`config.mk`:
```
export PLATFORM = sky130hd
export DESIGN_NAME = alu_op_sequencer
export DESIGN_NICKNAME = d
export VERILOG_FILES = /design/src/rtl/alu_pkg.sv /design/src/rtl/alu_op_sequencer.sv
export SDC_FILE = /design/constraint.sdc
export NUM_CORES = 1
export LEC_CHECK = 0
export CORE_MARGIN = 10
export CORE_UTILIZATION = 48
export CTS_CLUSTER_DIAMETER = 120
export DETAILED_ROUTE_END_ITERATION = 8
export PLACE_DENSITY_LB_ADDON = 0.15
export SLEW_MARGIN = 5
export SYNTH_ARGS = -nofsm -noshare
export SYNTH_HDL_FRONTEND = slang
export SYNTH_SLANG_ARGS = --single-unit
```
`constraint.sdc`:
```
create_clock -name clk_i -period 3.6 [get_ports clk_i]
set_input_delay 0.72 -clock clk_i [delete_from_list [all_inputs] [get_ports clk_i]]
set_output_delay 0.72 -clock clk_i [all_outputs]
set_load 0.05 [all_outputs]
```
`src/rtl/alu_pkg.sv`:
```
// Shared encodings for the ALU select field and the op sequencer FSM.
// Sel layout: [4:3] shift, [2] unit (1=logic, 0=arith), [1:0] op.
package alu_pkg;

  localparam int SEL_W = 5;

  localparam logic [1:0] SH_NONE = 2'b00;
  localparam logic [1:0] SH_ROTL = 2'b01;
  localparam logic [1:0] SH_ROTR = 2'b10;
  localparam logic [1:0] SH_ZERO = 2'b11;

  localparam logic UNIT_LOGIC = 1'b1;
  localparam logic UNIT_ARITH = 1'b0;

  localparam logic [1:0] LOGIC_AND = 2'b00;
  localparam logic [1:0] LOGIC_OR  = 2'b01;
  localparam logic [1:0] LOGIC_XOR = 2'b10;
  localparam logic [1:0] LOGIC_NOT = 2'b11;

  typedef enum logic [1:0] {
    S_IDLE = 2'd0,
    S_EXEC = 2'd1,
    S_DONE = 2'd2
  } seq_state_t;

endpackage

```
`src/rtl/alu_op_sequencer.sv`:
```
// Drives a combinational ALU from registers for cmd_count+1 passes; response valid N cycles after accept.
// Commands are refused (cmd_ready_o low) until the response is taken; the response holds until rsp_ready_i.
module alu_op_sequencer
  import alu_pkg::*;
#(
  parameter int DATA_W = 8,
  parameter int CNT_W  = 3
) (
  input  logic              clk_i,
  input  logic              reset_i,
  input  logic              cmd_valid_i,
  output logic              cmd_ready_o,
  input  logic [SEL_W-1:0]  cmd_sel_i,
  input  logic              cmd_cin_i,
  input  logic [DATA_W-1:0] cmd_a_i,
  input  logic [DATA_W-1:0] cmd_b_i,
  input  logic [CNT_W-1:0]  cmd_count_i,
  output logic [SEL_W-1:0]  alu_sel_o,
  output logic              alu_cin_o,
  output logic [DATA_W-1:0] alu_a_o,
  output logic [DATA_W-1:0] alu_b_o,
  input  logic [DATA_W-1:0] alu_y_i,
  output logic              rsp_valid_o,
  input  logic              rsp_ready_i,
  output logic [DATA_W-1:0] rsp_y_o,
  output logic              rsp_zero_o,
  output logic [CNT_W:0]    rsp_passes_o
);

  localparam int PASS_W = CNT_W + 1;

  seq_state_t        state_q, state_d;
  logic [1:0]        shift_q, shift_d;
  logic [CNT_W-1:0]  cnt_q, cnt_d;
  logic [PASS_W-1:0] pass_q, pass_d;
  logic [SEL_W-1:0]  alu_sel_q, alu_sel_d;
  logic              alu_cin_q, alu_cin_d;
  logic [DATA_W-1:0] alu_a_q, alu_a_d;
  logic [DATA_W-1:0] alu_b_q, alu_b_d;
  logic [DATA_W-1:0] rsp_y_q, rsp_y_d;
  logic              rsp_zero_q, rsp_zero_d;
  logic [PASS_W-1:0] rsp_passes_q, rsp_passes_d;
  logic [PASS_W-1:0] last_pass;

  // Extra bit on the pass counter so cmd_count at its maximum cannot wrap.
  assign last_pass = {1'b0, cnt_q} + PASS_W'(1);

  always_ff @(posedge clk_i or posedge reset_i) begin
    if (reset_i) begin
      state_q      <= S_IDLE;
      shift_q      <= SH_NONE;
      cnt_q        <= '0;
      pass_q       <= '0;
      alu_sel_q    <= '0;
      alu_cin_q    <= 1'b0;
      alu_a_q      <= '0;
      alu_b_q      <= '0;
      rsp_y_q      <= '0;
      rsp_zero_q   <= 1'b0;
      rsp_passes_q <= '0;
    end else begin
      state_q      <= state_d;
      shift_q      <= shift_d;
      cnt_q        <= cnt_d;
      pass_q       <= pass_d;
      alu_sel_q    <= alu_sel_d;
      alu_cin_q    <= alu_cin_d;
      alu_a_q      <= alu_a_d;
      alu_b_q      <= alu_b_d;
      rsp_y_q      <= rsp_y_d;
      rsp_zero_q   <= rsp_zero_d;
      rsp_passes_q <= rsp_passes_d;
    end
  end

  always_comb begin
    state_d      = state_q;
    shift_d      = shift_q;
    cnt_d        = cnt_q;
    pass_d       = pass_q;
    alu_sel_d    = alu_sel_q;
    alu_cin_d    = alu_cin_q;
    alu_a_d      = alu_a_q;
    alu_b_d      = alu_b_q;
    rsp_y_d      = rsp_y_q;
    rsp_zero_d   = rsp_zero_q;
    rsp_passes_d = rsp_passes_q;
    unique case (state_q)
      S_IDLE: begin
        if (cmd_valid_i) begin
          shift_d   = cmd_sel_i[4:3];
          cnt_d     = cmd_count_i;
          alu_sel_d = cmd_sel_i;
          alu_cin_d = cmd_cin_i;
          alu_a_d   = cmd_a_i;
          alu_b_d   = cmd_b_i;
          pass_d    = PASS_W'(1);
          state_d   = S_EXEC;
        end
      end
      S_EXEC: begin
        rsp_y_d    = alu_y_i;
        rsp_zero_d = (alu_y_i == '0);
        if (pass_q == last_pass) begin
          rsp_passes_d = pass_q;
          state_d      = S_DONE;
        end else begin
          // Y OR Y is the identity, so only the latched shift field acts on later passes.
          alu_a_d   = alu_y_i;
          alu_b_d   = alu_y_i;
          alu_sel_d = {shift_q, UNIT_LOGIC, LOGIC_OR};
          alu_cin_d = 1'b0;
          pass_d    = pass_q + PASS_W'(1);
        end
      end
      S_DONE: begin
        if (rsp_ready_i) state_d = S_IDLE;
      end
      default: state_d = S_IDLE;
    endcase
  end

  assign cmd_ready_o  = (state_q == S_IDLE);
  assign rsp_valid_o  = (state_q == S_DONE);
  assign alu_sel_o    = alu_sel_q;
  assign alu_cin_o    = alu_cin_q;
  assign alu_a_o      = alu_a_q;
  assign alu_b_o      = alu_b_q;
  assign rsp_y_o      = rsp_y_q;
  assign rsp_zero_o   = rsp_zero_q;
  assign rsp_passes_o = rsp_passes_q;

endmodule
```
After elaboration in Yosys (flattened, before gate mapping)
Cells that the tools add are included.

Input port bits: 37. Word-level logic and storage cells: 45. Output and inout port bits: 37. Register bits: 46.

Multiplexer cells: 18. Reduce and logical (&&, ||, !) cells: 7. Equal/unequal tests: 7. Add/sub/neg operators: 2.

Operator list (count): $pmux 8 s2 (2); $mux 8 (3); $mux 5 (2); $pmux 5 s2 (1); $logic_not 8->1 (1); $mux 4 (2); $pmux 4 s2 (1); $mux 2 (3); $ne 2x2->1 const B (3); $pmux 2 s3 (1); $reduce_and 3->1 (2); $add 3x1->4 const B (1); $add 4x1->4 const B (1); $eq 4x4->1 (1); $reduce_and 2->1 (2); $eq 2x1->1 const B (1); $eq 2x2->1 const B (1); $logic_not 2->1 (1); $mux 1 (2); $ne 2x1->1 const B (1); $pmux 1 s2 (1); $reduce_bool 2->1 (1).

Logic depth before layout (Yosys ltp)
Gate-level depths: netlist of run 1.

Depth after elaboration: 4. Gate-level depth with buffers: 6. Gate-level depth less buffers: 5.

Worst setup path after synthesis of run 1
No wires, ideal clock.

Kind: reg2reg. Start point: register state_q[0]. End point: register alu_sel_q[3], in the netlist alu_sel_o[3]. Period minus slack after synthesis: 2.047 ns. Setup time: 0.125 ns. Stages on the path, launching flop included: 5. Path slack: 1.553 ns. Arrival time: 1.923 ns. Buffers on the path: 0. Cell sequence: dfrtp_1 -> nor2_1 -> nand2_1 -> o2111ai_2 -> mux2_2.

Cells in the longest elaborated chain, start to end: 3. Elaborated cells between the ends (all ways): 7. Those cells by class: eq/ne: 3; mux: 1; reduce/logical: 3.

RTL lines: start: declaration (RTL line alu_op_sequencer.sv:32) `seq_state_t state_q, state_d;`; start signal: assignment (RTL line alu_op_sequencer.sv:62) `state_q <= state_d;`; $logic_not 2->1 (*); named net cmd_ready_o (RTL line alu_op_sequencer.sv:12) `output logic cmd_ready_o,`; $ne 2x2->1 (no line) or $reduce_bool 2->1 (tied branches); $reduce_and 3->1 (no line); end signal: assignment (RTL line alu_op_sequencer.sv:66) `alu_sel_q <= alu_sel_d;`; end: declaration (RTL line alu_op_sequencer.sv:36) `logic [SEL_W-1:0] alu_sel_q, alu_sel_d;`.

Mark *: on every way through the listed nets, which the timed path passes. The rest lies on a longest branch. A chain may end at the register's enable or synchronous reset.

Final worst setup path of run 1
Start point: register state_q[0]. End point: output rsp_valid_o.

Cells in the longest elaborated chain, start to end: 1.

RTL lines: $eq 2x2->1 (RTL line alu_op_sequencer.sv:124) `assign rsp_valid_o = (state_q == S_DONE);`; end: declaration (RTL line alu_op_sequencer.sv:23) `output logic rsp_valid_o,`.

Every way passes these cells.

==> results of run 1 <==
## cells in the final DEF, fill, tap and decap left out, types with 6 or more instances in the layout
cell,synthesis,layout
a21oi_1,17,17
clkbuf_8,0,6
nand2_1,13,13
mux2i_1,18,18
and2_1,8,8
clkdlybuf4s50_1,0,73
a21o_1,9,9
dfrtp_1,46,46
mux2_2,12,12
inv_1,25,24
## how the worst max path moves through the flow
| stage | end | cells after the start | from | slack, ps |
|---|---|---|---|---|
| 2_1_floorplan | alu_sel_o[3]$_DFFE_PP0P_ | 4 | state_q[0]$_DFFE_PP0P_ | 1550 |
| 3_3_place_gp | alu_sel_o[3]$_DFFE_PP0P_ | 5 | cmd_valid_i | 1130 |
| 3_5_place_dp | alu_sel_o[4]$_DFFE_PP0P_ | 5 | cmd_valid_i | 1110 |
| 4_1_cts | rsp_valid_o | 3 | state_q[0]$_DFFE_PP0P_ | 1130 |
| 5_1_grt | rsp_valid_o | 3 | state_q[0]$_DFFE_PP0P_ | 1040 |
| 6_report | rsp_valid_o | 3 | state_q[0]$_DFFE_PP0P_ | 1150 |
## flip-flops by register name, indices dropped and copies added, names as in the netlist, 3 cells and up
| register | count |
|---|---|
| rsp_y_o | 8 |
| alu_a_o | 8 |
| pass_q | 4 |
| alu_sel_o | 5 |
| alu_b_o | 8 |
| cnt_q | 3 |
| rsp_passes_o | 4 |
## logic make-up after synthesis
family	share of synthesized area, %
flops	54.1
compound gates	11.6
simple gates	9.47
buf+inv	6.53
mux	14.8
xor+xnor	2.29
fa+ha+maj	1.18
## layer usage
metal | global-route usage, % | part of all wire, % | wire length, um | vias up
met4 | 2.65 | 0.57 | 29 | 0
met5 | 0 | 0 | 0 | -
met3 | 7.97 | 11 | 543 | 4
met1 | 15.6 | 41 | 2130 | 773
met2 | 23.4 | 47 | 2430 | 48
li1 | - | - | - | 782
## report_power, final
group	internal, mW	switching (mW)
Sequential	0.759	0.161
Clock	0.155	0.169
Combinational	0.811	1.25
Total	1.73	1.58
## worst max-delay path, stage by stage (launching register included)
cell and delay, ps:
dfrtp_1 420, nand2b_1 160, inv_1 50, clkdlybuf4s50_1 790
## cell usage after synthesis (3+ instances only)
cell type | n | area share (%)
and2_1 | 8 | 2.4
nor2_1 | 3 | 0.53
mux2_2 | 12 | 6.4
nand2_1 | 13 | 2.3
clkbuf_1 | 6 | 1.1
inv_1 | 25 | 4.4
a21o_1 | 9 | 3.2
mux2i_1 | 18 | 8.5
dfrtp_1 | 46 | 54
nand3_1 | 3 | 0.71
a21oi_1 | 17 | 4.0
## through the flow
| step | power [mW] | utilization (%) |
|---|---|---|
| floorplan | 2.43 | - |
| global placement | 2.97 | 67.1 |
| detailed placement | 3.01 | 67.1 |
| CTS | 3.34 | 69.2 |
| global route | 3.52 | 69.2 |
| finish | 3.30 | 69.2 |
## area by class of cell
| cell class | instances | share of cell area [%] |
|---|---|---|
| inverters | 25 | 3.14 |
| multi-input cells | 110 | 28.0 |
| flip-flops and latches | 46 | 38.5 |
| clock inverters | 1 | 0.167 |
| repair buffers | 76 | 25.2 |
| well taps | 52 | 2.17 |
| clock buffers | 7 | 2.89 |
==> flow_summary.yaml, run 1 <==
critical_path:
  r2r_setup_slack_ps: 1480
  timing.rr.end: "alu_sel_o[4]$_DFFE_PP0P_"
  crit_type: "flip-flop to output pin"
  worstRegToRegCells: 6
  crit_fanout: 6
  startpoint_type: "flip-flop"
  worst_ep_required_time_ps: 2880
  rr_startpoint: "cnt_q[0]$_DFFE_PP0P_"
  endpoint_kind: "output pin"
  arrival_ps: 1730
sta:
  report.final.setup_viol: 0
  fin_skew_ps: 7.32
  rsz0062_at_grt: "no"
  hold_viol: 0
  max-slew-margin-rel_pct: 36.8
  drv_slew: 0
  setup_tns_ps: 0
  setup_slack_ps: 1150
  max_freq_mhz: 407
  fin_crit_sh_pct: 68.2
  min_period_ps: 2450
  tightest_slew_ps: 946
  hold_ws_ps: 482
cells_and_area:
  n_fill_cell: 357
  area_delta_synth_final_pct: 40.6
  n_antenna_cell: 0
  final_area_um2: 2990
  final_cells: 317
  multi_input_area_um2: 837
  fin_nets: 303
  drive_above_1_share_pct: 9.81
  final-seq-area_um2: 1150
logic_synthesis:
  async_flop_share_pct: 100
  avgSynthCellArea_um2: 11.3
  ys_seq_elements: 46
  syn_inst: 189
  synth_edf_count: 0
  yosys_warnings: 0
  synth_nets: 228
  synth_ff_type: "dfrtp_1"
  synth_area_um2: 2130
  yosysUniqueCellTypes: 32
  synth-seq-area-share_pct: 54.1
routing:
  dr.first_iter.drc_count: 72
  post_drt_wl_per_cell_um: 16.2
  via_count: 1607
  drt_wl_total_mm: 5.13
  ant_nets: 0
  drtPass1Iterations: 4
  drc: 0
  viasPerCell: 5.07
floorplanning:
  num_rows: 24
  dieArea_um2: 7490
  design.core.area_um2: 4320
  die_h_um: 86.6
  start_util_pct: 49.2
  io-pin-count: 74
  die_w_um: 86.6
pwr:
  power.density_nw_per_um2: 1100
  ir_worst_vdd_uv: 560
  p_leak_nw: 1.47
status:
  status: "complete, no violations"
worst_hold_path:
  hp-class: "flip-flop to flip-flop"
  hold_depth: 1
  hold_end: "rsp_y_o[4]$_DFFE_PP0P_"
  min-delay-start: "rsp_y_o[4]$_DFFE_PP0P_"
placement:
  place_inst: 309
  dpl.hpwl_mm: 3.78
  detailedPlace.worstSlack_ps: 1110
  numPortBuffers: 73
  placed_cell_area_um2: 2900
  place.gp.congestion: 0.753
clock_tree:
  cts.path.max_buffers: 2
  tritoncts: "done"
  cts_htree_levels: 2
  insertion_delay_ps: 300
  cts_buffers: 5
  cts_setup_buffers: 0
  cts-resized-gates: 0
  cts_root_buffer: "clkbuf_8"
  clk_pin_slew_worst_paths_ps: 90
  cts_sinks: 46
  hold_buffers: 0
global_route:
  track_usage_pct: 14.1
  grt_overflow: 0
  grt_first_pass_wirelength_mm: 8.64
  antenna_found_initial: 0
  grt_pass1_vias: 1791
  grt_start_max_net_pins: 47
flow_run:
  cap_violations: 0
Power figures use the tool's default switching activity.
==> run 2, diff against run 1 <==
--- a/config.mk
+++ b/config.mk
@@ -6,7 +6,7 @@
 export NUM_CORES = 1
 export LEC_CHECK = 0
 export CORE_MARGIN = 10
-export CORE_UTILIZATION = 48
+export CORE_UTILIZATION = 40
 export CTS_CLUSTER_DIAMETER = 120
 export DETAILED_ROUTE_END_ITERATION = 8
 export PLACE_DENSITY_LB_ADDON = 0.15
==> constraint.sdc (replaced) <==
create_clock -name clk_i -period 2.25 [get_ports clk_i]
set_input_delay 0.45 -clock clk_i [delete_from_list [all_inputs] [get_ports clk_i]]
set_output_delay 0.45 -clock clk_i [all_outputs]
set_load 0.05 [all_outputs]
==> run 2 against run 1 <==
Final cell count is 7.3% higher. Non-clock buffer count increased by 5. Largest power group unchanged. Clock power is 86% higher. Critical endpoint is now rsp_y_o[2]. Register-to-register slack got worse by 1200 ps. Power rose by 65%. Combinational power grew 63%. Critical path type unchanged. Setup slack got worse by 860 ps. Die area rose by 15%. Sequential share of layout area down 0.97 points. Design area up 2.6%. Routed wire length up 2.6%. First-iteration DRC count decreased by 17%.
==> flow_summary.yaml, run 2 (synthesis gave the netlist of run 1 again) <==
status:
  status: "complete, no violations"
sta:
  max_freq_mhz: 510
  max-slew-margin-rel_pct: 63.4
  min_period_ps: 1960
  rsz0062_at_grt: "no"
  hold_viol: 0
  report.final.setup_viol: 0
  drv_slew: 0
  fin_crit_sh_pct: 87.2
  setup_tns_ps: 0
  fin_skew_ps: 6.24
  tightest_slew_ps: 547
cells_and_area:
  final_cell_mix: "71 x clkdlybuf4s50_1, 46 x dfrtp_1, 24 x inv_1, 18 x mux2i_1, 17 x a21oi_1"
  fin_nets: 308
  area_delta_synth_final_pct: 44.3
  final_common_cell: "clkdlybuf4s50_1"
  drive_above_1_share_pct: 12.2
  n_antenna_cell: 0
  n_fill_cell: 464
  postLayoutCoreUtil_pct: 59.7
pwr:
  ir_worst_vdd_uv: 838
  switching_share_pct: 46.7
  power.density_nw_per_um2: 1770
  p_leak_nw: 1.52
  pwr-share-seq_pct: 27.1
  p_int_mw: 2.89
  clkPwrFrac_pct: 11.1
  p_switching_mw: 2.54
  comb_power_share_pct: 61.8
critical_path:
  worstRegToRegCells: 6
  crit_chain: "clkdlybuf4s50_1"
  startpoint_type: "flip-flop"
  worst-path-stages: 1
  rr_startpoint: "cnt_q[0]$_DFFE_PP0P_"
  endpoint_kind: "output pin"
  crit_type: "flip-flop to output pin"
  crit_buf_inv: 1
  crit_path_end: "rsp_y_o[2]"
  slowest_stage: "clkdlybuf4s50_1"
  arrival_ps: 1510
  cpPeakStageDelay_ps: 840
  timing.rr.end: "pass_q[2]$_DFFE_PP0P_"
  crit_fanout: 2
  path_delay_family: "buffers and inverters"
  startpoint: "rsp_y_o[2]$_DFFE_PP0P_"
  r2r_setup_slack_ps: 320
  worst_ep_required_time_ps: 1800
placement:
  numPortBuffers: 73
  place.gp.congestion: 0.767
  dpl.hpwl_mm: 4.11
floorplanning:
  dieArea_um2: 8630
  num_rows: 26
  die_h_um: 92.9
  io-pin-count: 74
  die_w_um: 92.9
  start_util_pct: 41.4
  design.core.area_um2: 5140
global_route:
  grt_start_max_net_pins: 32
  grt_pass1_vias: 1804
  antenna_found_initial: 0
  grt_first_pass_wirelength_mm: 9.08
  track_usage_pct: 13.0
  grt_overflow: 0
routing:
  dr.first_iter.drc_count: 60
  post_drt_wl_per_cell_um: 15.5
  drt_wl_total_mm: 5.26
  drc: 0
  via_count: 1616
  viasPerCell: 4.75
  drtPass1Iterations: 4
  ant_nets: 0
clock_tree:
  cts_buffers: 5
  cts_htree_levels: 2
  tritoncts: "done"
  cts_setup_buffers: 0
  insertion_delay_ps: 300
  cts_sinks: 46
  cts.path.max_buffers: 2
  clk_pin_slew_worst_paths_ps: 90
  cts_root_buffer: "clkbuf_8"
  hold_buffers: 0
  cts-resized-gates: 0
worst_hold_path:
  hp-class: "flip-flop to flip-flop"
flow_run:
  cap_violations: 0
-- run 2: cell count changes in the layout (fill, tap and decap cells not counted) --
cell,delta
clkinv_2,+1
clkbuf_8,-1
clkdlybuf4s50_1,-2
dlymetal6s2s_1,+1
bufinv_16,+1
buf_4,+6
clkbuf_1,-1
-- run 2: stage by stage --
step	cell area (um2)	total power [mW]	setup slack [ps]	std cells	hold slack, ps
6_report	3070	5.44	289	340	483
5_1_grt	3070	5.80	188	340	495
4_1_cts	3070	5.51	75.6	340	484
3_5_place_dp	2960	4.89	317	332	465
3_3_place_gp	2960	4.85	353	332	459
2_1_floorplan	2130	3.88	203	189	479
-- run 2: per-layer routing --
layer	track usage (%)	vias to the layer above	share of wire, %	wire, um
met5	0	-	0	0
met4	4.24	0	1.3	70
met3	5.41	7	7.9	415
met2	20.9	42	48	2540
met1	15.2	772	43	2240
li1	-	795	-	-
-- run 2: area by class of cell --
type	instances	area (um2)	area share (%)
sequential	46	1150	37.5
inverter	25	93.8	3.06
tap	70	87.6	2.85
multi-input combinational	110	837	27.3
clock buffer	5	68.8	2.24
clock inverter	3	40.0	1.30
timing repair buffer	81	791	25.8
-- run 2: worst min path at each step --
stage / start / endpoint / slack [ps] / cells past startpoint
after floorplan: shift_q[0]$_DFFE_PP0P_ / shift_q[0]$_DFFE_PP0P_ / 480 / 1
after global placement: rsp_y_o[2]$_DFFE_PP0P_ / rsp_y_o[2]$_DFFE_PP0P_ / 460 / 1
after detailed placement: rsp_y_o[6]$_DFFE_PP0P_ / rsp_y_o[6]$_DFFE_PP0P_ / 460 / 1
after CTS: rsp_y_o[1]$_DFFE_PP0P_ / rsp_y_o[1]$_DFFE_PP0P_ / 480 / 1
after global routing: rsp_y_o[1]$_DFFE_PP0P_ / rsp_y_o[1]$_DFFE_PP0P_ / 490 / 1
final: rsp_y_o[1]$_DFFE_PP0P_ / rsp_y_o[1]$_DFFE_PP0P_ / 480 / 1
-- run 2: power by group through the flow --
| stage | Combinational [mW] | Sequential (mW) | Clock [mW] |
|---|---|---|---|
| after detailed placement | 3.41 | 1.48 | 0 |
| after floorplan | 1.48 | 2.41 | 0 |
| after global placement | 3.38 | 1.47 | 0 |
| after CTS | 3.41 | 1.48 | 0.620 |
| after global routing | 3.60 | 1.54 | 0.660 |
| final | 3.36 | 1.47 | 0.603 |
